`src/rtl/riscv_div_ctrl.sv`:
```
// Sequencer around an unsigned long-division core for RISC-V DIV/DIVU/REM/REMU.
// Handles operand sign folding, divide-by-zero and signed-overflow bypass, and result sign fix-up.
module riscv_div_ctrl #(
  parameter int TAG_W = 5
) (
  input  logic             clk,
  input  logic             rst,
  input  logic             req_valid,
  output logic             req_ready,
  input  logic [2:0]       req_funct3,
  input  logic [31:0]      req_rs1,
  input  logic [31:0]      req_rs2,
  input  logic [TAG_W-1:0] req_tag,
  output logic             resp_valid,
  input  logic             resp_ready,
  output logic [31:0]      resp_data,
  output logic [TAG_W-1:0] resp_tag,
  output logic             div_start,
  output logic [31:0]      div_x,
  output logic [31:0]      div_y,
  input  logic             div_valid,
  input  logic [31:0]      div_q,
  input  logic [31:0]      div_r
);

  typedef enum logic [2:0] {
    IDLE  = 3'd0,
    START = 3'd1,
    WAIT  = 3'd2,
    FIX   = 3'd3,
    RESP  = 3'd4
  } state_t;

  state_t             state_r, state_s;
  logic               rem_r, sx_r, sy_r;
  logic [TAG_W-1:0]   tag_r;
  logic [31:0]        x_r, y_r, data_r;

  logic               accept_s, signed_s, s1_s, s2_s, bypass_s;
  logic [31:0]        byp_data_s, fix_mag_s, fix_data_s;
  logic               fix_neg_s;

  // Two's-complement magnitude; 0x80000000 maps onto itself.
  function automatic logic [31:0] cond_neg(input logic [31:0] v, input logic neg);
    return neg ? (~v + 32'd1) : v;
  endfunction

  assign accept_s = req_valid && (state_r == IDLE);

  // Request decode: sign flags, bypass detection and bypass result.
  always_comb begin
    signed_s   = ~req_funct3[0];
    s1_s       = signed_s & req_rs1[31];
    s2_s       = signed_s & req_rs2[31];
    bypass_s   = 1'b0;
    byp_data_s = 32'd0;
    if (req_rs2 == 32'd0) begin
      bypass_s   = 1'b1;
      byp_data_s = req_funct3[1] ? req_rs1 : 32'hFFFF_FFFF;
    end else if (signed_s && (req_rs1 == 32'h8000_0000) && (req_rs2 == 32'hFFFF_FFFF)) begin
      bypass_s   = 1'b1;
      byp_data_s = req_funct3[1] ? 32'd0 : 32'h8000_0000;
    end else begin
      bypass_s   = 1'b0;
      byp_data_s = 32'd0;
    end
  end

  // Result fix-up: quotient sign follows the operand XOR, remainder follows the dividend.
  always_comb begin
    fix_mag_s  = rem_r ? div_r : div_q;
    fix_neg_s  = rem_r ? sx_r : (sx_r ^ sy_r);
    fix_data_s = cond_neg(fix_mag_s, fix_neg_s);
  end

  // Next-state logic.
  always_comb begin
    state_s = state_r;
    case (state_r)
      IDLE: begin
        if (req_valid) begin
          state_s = bypass_s ? RESP : START;
        end else begin
          state_s = IDLE;
        end
      end
      START: state_s = WAIT;
      WAIT: begin
        if (div_valid) begin
          state_s = FIX;
        end else begin
          state_s = WAIT;
        end
      end
      FIX: state_s = RESP;
      RESP: begin
        if (resp_ready) begin
          state_s = IDLE;
        end else begin
          state_s = RESP;
        end
      end
      default: state_s = IDLE;
    endcase
  end

  // State, operand and result registers.
  always_ff @(posedge clk or posedge rst) begin
    if (rst) begin
      state_r <= IDLE;
      rem_r   <= 1'b0;
      sx_r    <= 1'b0;
      sy_r    <= 1'b0;
      tag_r   <= '0;
      x_r     <= 32'd0;
      y_r     <= 32'd0;
      data_r  <= 32'd0;
    end else begin
      state_r <= state_s;
      if (accept_s) begin
        rem_r <= req_funct3[1];
        sx_r  <= s1_s;
        sy_r  <= s2_s;
        tag_r <= req_tag;
        x_r   <= cond_neg(req_rs1, s1_s);
        y_r   <= cond_neg(req_rs2, s2_s);
        if (bypass_s) begin
          data_r <= byp_data_s;
        end
      end
      if (state_r == FIX) begin
        data_r <= fix_data_s;
      end
    end
  end

  assign req_ready  = (state_r == IDLE);
  assign resp_valid = (state_r == RESP);
  assign div_start  = (state_r == START);
  assign resp_data  = data_r;
  assign resp_tag   = tag_r;
  assign div_x      = x_r;
  assign div_y      = y_r;

endmodule

```
`config.mk`:
```
export PLATFORM = sky130hd
export DESIGN_NAME = riscv_div_ctrl
export DESIGN_NICKNAME = d
export VERILOG_FILES = /design/src/rtl/riscv_div_ctrl.sv
export SDC_FILE = /design/constraint.sdc
export NUM_CORES = 1
export LEC_CHECK = 0
export CAP_MARGIN = 20
export CORE_MARGIN = 2
export CORE_UTILIZATION = 46
export DETAILED_ROUTE_END_ITERATION = 12
export GPL_ROUTABILITY_DRIVEN = 1
export PLACE_DENSITY_LB_ADDON = 0.3
export SYNTH_ARGS = -nofsm -noshare
export SYNTH_HDL_FRONTEND = slang
export SYNTH_SLANG_ARGS = --single-unit
```
`constraint.sdc`:
```
create_clock -name clk -period 4.9 [get_ports clk]
set_input_delay 1.47 -clock clk [delete_from_list [all_inputs] [get_ports clk]]
set_output_delay 1.47 -clock clk [all_outputs]
set_load 0.02 [all_outputs]
```
==> out/metrics.yaml <==
worstPathCellList: "clkdlybuf4s50_1 > nor4_1 > nand4_1 > and4bb_1 > nand2_1 > o311ai_0"
yosysUniqueCellTypes: 58
drv_cap: 0
synth-compound-area-share: 0.1599
antenna_cells: 0
p_per_area_nw_per_um2: 534.0
timing.final.crit_share: 0.8179
num_rows: 45
muxShareOfSynthArea: 0.05720
ant_nets: 0
crit_type: "in2reg"
rsz0062_at_grt: "false"
drt_iter0_markers: 495
syn_nets: 1001
path_clk_slew_ns: 0.07
synthAdderAreaFrac: 0.007172
relSlewSlack: 0.3923
io_buffers: 243
ys_seq_area_frac: 0.3837
yosys.area_share.simple: 0.2489
vias: 7167
track_usage: 0.2693
cp.required_ns: 5.13
grt_pass1_wl_mm: 34.60
hold_viol: 0
power_leakage_nw: 4.003
synthCells: 856
regArea_sq_um: 2679
die_h_um: 127.2
grt_max_degree: 78
clock_latency_ns: 0.35
grt_pass1_vias: 6818
post_cts_buffers: 0
dieArea_sq_um: 16170
area_delta_synth_final_pct: 42.24
synthXorXnorAreaFrac: 0.1092
post-dp-hpwl_mm: 16.77
drc: 0
cts_htree_levels: 3
hold_class: "reg2reg"
peakVddDrop_mv: 0.3348
crit_fanout: 13
crit_slowest_cell: "nor4_1"
synth_top_family_by_area: "simple AND/OR/NAND/NOR gates"
cts_buffers: 9
tritoncts: "done"
start_util: 0.4642
synth_warnings: 0
multi_input_comb_area_sq_um: 4071
drt_wl_total_mm: 21.79
drive_above_1_share: 0.04600
finalWeightedCongestion: 0.8930
num_io_pins: 245
skew_ns: 0.004177
routedWlPerCell_um: 17.09
die_w_um: 127.2
synth_area_per_cell_sq_um: 8.152
grt.overflow.total: 0
fin_tns_setup_ns: 0
coreArea_sq_um: 15030
fin_ws_ns: 0.8925
min_period_ns: 4.007
cts_hold_buf: 0
cts-resized-gates: 0
place_ws_ns: 0.4907
worst_ep_arrival_time_ns: 4.24
finalPower_mw: 5.300
synth_edf_count: 0
status: "finished clean"
start_kind: "primary input"
async_flop_share: 1.000
ys_seq_elements: 107
max_freq_ghz: 0.2495
avgViaCountPerCell: 5.621
hold_ws_ns: 0.4774
setup_viol: 0
drv_slew: 0
cts.path.max_buffers: 2
clkSinkCount: 107
drtPass1Iterations: 5
root_buffer: "clkbuf_16"
antenna_found_initial: 0
fin_nets: 1227
worstMarginPinSlew_ns: 0.9097
nFillCells: 1320
worstSetupEndpointType: "register"
syn_area_sq_um: 6978
slowest_delay_ns: 0.57
ys.flop_type: "dfrtp_1"
worst max-delay path, delay by kind of cell:
| family | cells | cell delay, ns |
|---|---|---|
| buffers and inverters | 1 | 0.53 |
| AO/OA/AOI/OAI | 1 | 0.45 |
| AND/OR/NAND/NOR | 4 | 1.78 |
layout make-up:
class,count,area share
Clock inverter,4,0.002521
Inverter,13,0.005168
Sequential cell,107,0.2699
Clock buffer,12,0.02584
Timing Repair Buffer,262,0.2627
Tap cell,188,0.02370
Multi-Input combinational cell,689,0.4102
power breakdown:
| part | internal, mW | total, mW | switching, mW |
|---|---|---|---|
| clock network | 0.371 | 0.700 | 0.329 |
| registers | 1.30 | 1.57 | 0.278 |
| logic | 1.38 | 3.03 | 1.65 |
stage by stage:
stage	instance area (sq um)	utilization	instances
after floorplan	6978	-	856
after global placement	9617	0.6397	1258
after detailed placement	9617	0.6397	1258
after CTS	9898	0.6584	1274
after global routing	9926	0.6603	1275
final	9926	0.6603	1275
per-layer routing:
layer  global-route usage  wire (um)
met5                    0          0
met4              0.09308        549
met3              0.05988       1663
met2               0.4706      10780
met1               0.3294       8793
Yosys cell counts, drive strengths merged (8+ instances only):
cell type | n | area share
a21oi | 45 | 0.032
a31oi | 14 | 0.013
and2 | 8 | 0.0072
clkbuf | 40 | 0.022
dfrtp | 107 | 0.38
inv | 13 | 0.0070
mux2i | 32 | 0.046
nand2 | 155 | 0.083
nand3 | 21 | 0.015
nand4 | 12 | 0.012
nor2 | 65 | 0.035
nor3 | 31 | 0.022
nor3b | 11 | 0.012
nor4 | 17 | 0.015
o21ai | 102 | 0.073
o31ai | 8 | 0.0086
or4 | 9 | 0.010
xnor2 | 60 | 0.075
xor2 | 27 | 0.034
final timing paths:
check	depth (start not counted)	end	start	slack, ns
setup / recovery	6	resp_data[9]	req_rs2[6]	0.89
hold / removal	2	resp_tag[0]	resp_tag[0]	0.48
setup reg to reg	8	resp_data[25]	rem_r	1.96
hold reg to reg	2	resp_tag[0]	resp_tag[0]	0.48
max in group asynchronous	3	rem_r	rst	2.59
min in group asynchronous	2	div_x[5]	rst	1.55
kinds of logic (layout without fill, tap and decap cells):
kind of cell / count (synthesis) / count (layout)
buffers and inverters: 60 / 291
and+or+nand+nor: 362 / 362
adders and majority gates: 4 / 4
AOI/OAI and AO/OA: 197 / 197
DFF: 107 / 107
xor gates and xnor gates: 87 / 87
muxes: 39 / 39
state kept, by name, indices dropped and copies added, names as in the netlist:
name,cells
resp_data,32
div_y,32
state_r,3
rem_r,1
div_x,32
sy_r,1
resp_tag,5
sx_r,1
layout by cell type (no fill, tap or decap), types with 12 or more instances in the layout:
cell type,n
nand2_1,154
clkdlybuf4s50_1,243
xnor2_1,60
a21oi_1,45
xor2_1,27
a31oi_1,14
nor3_1,31
inv_1,12
o21ai_0,97
nor2_1,65
mux2i_1,32
dfrtp_1,106
buf_4,17
nand3_1,21
nor4_1,17
Note: power is estimated with default switching activity, not from simulation.
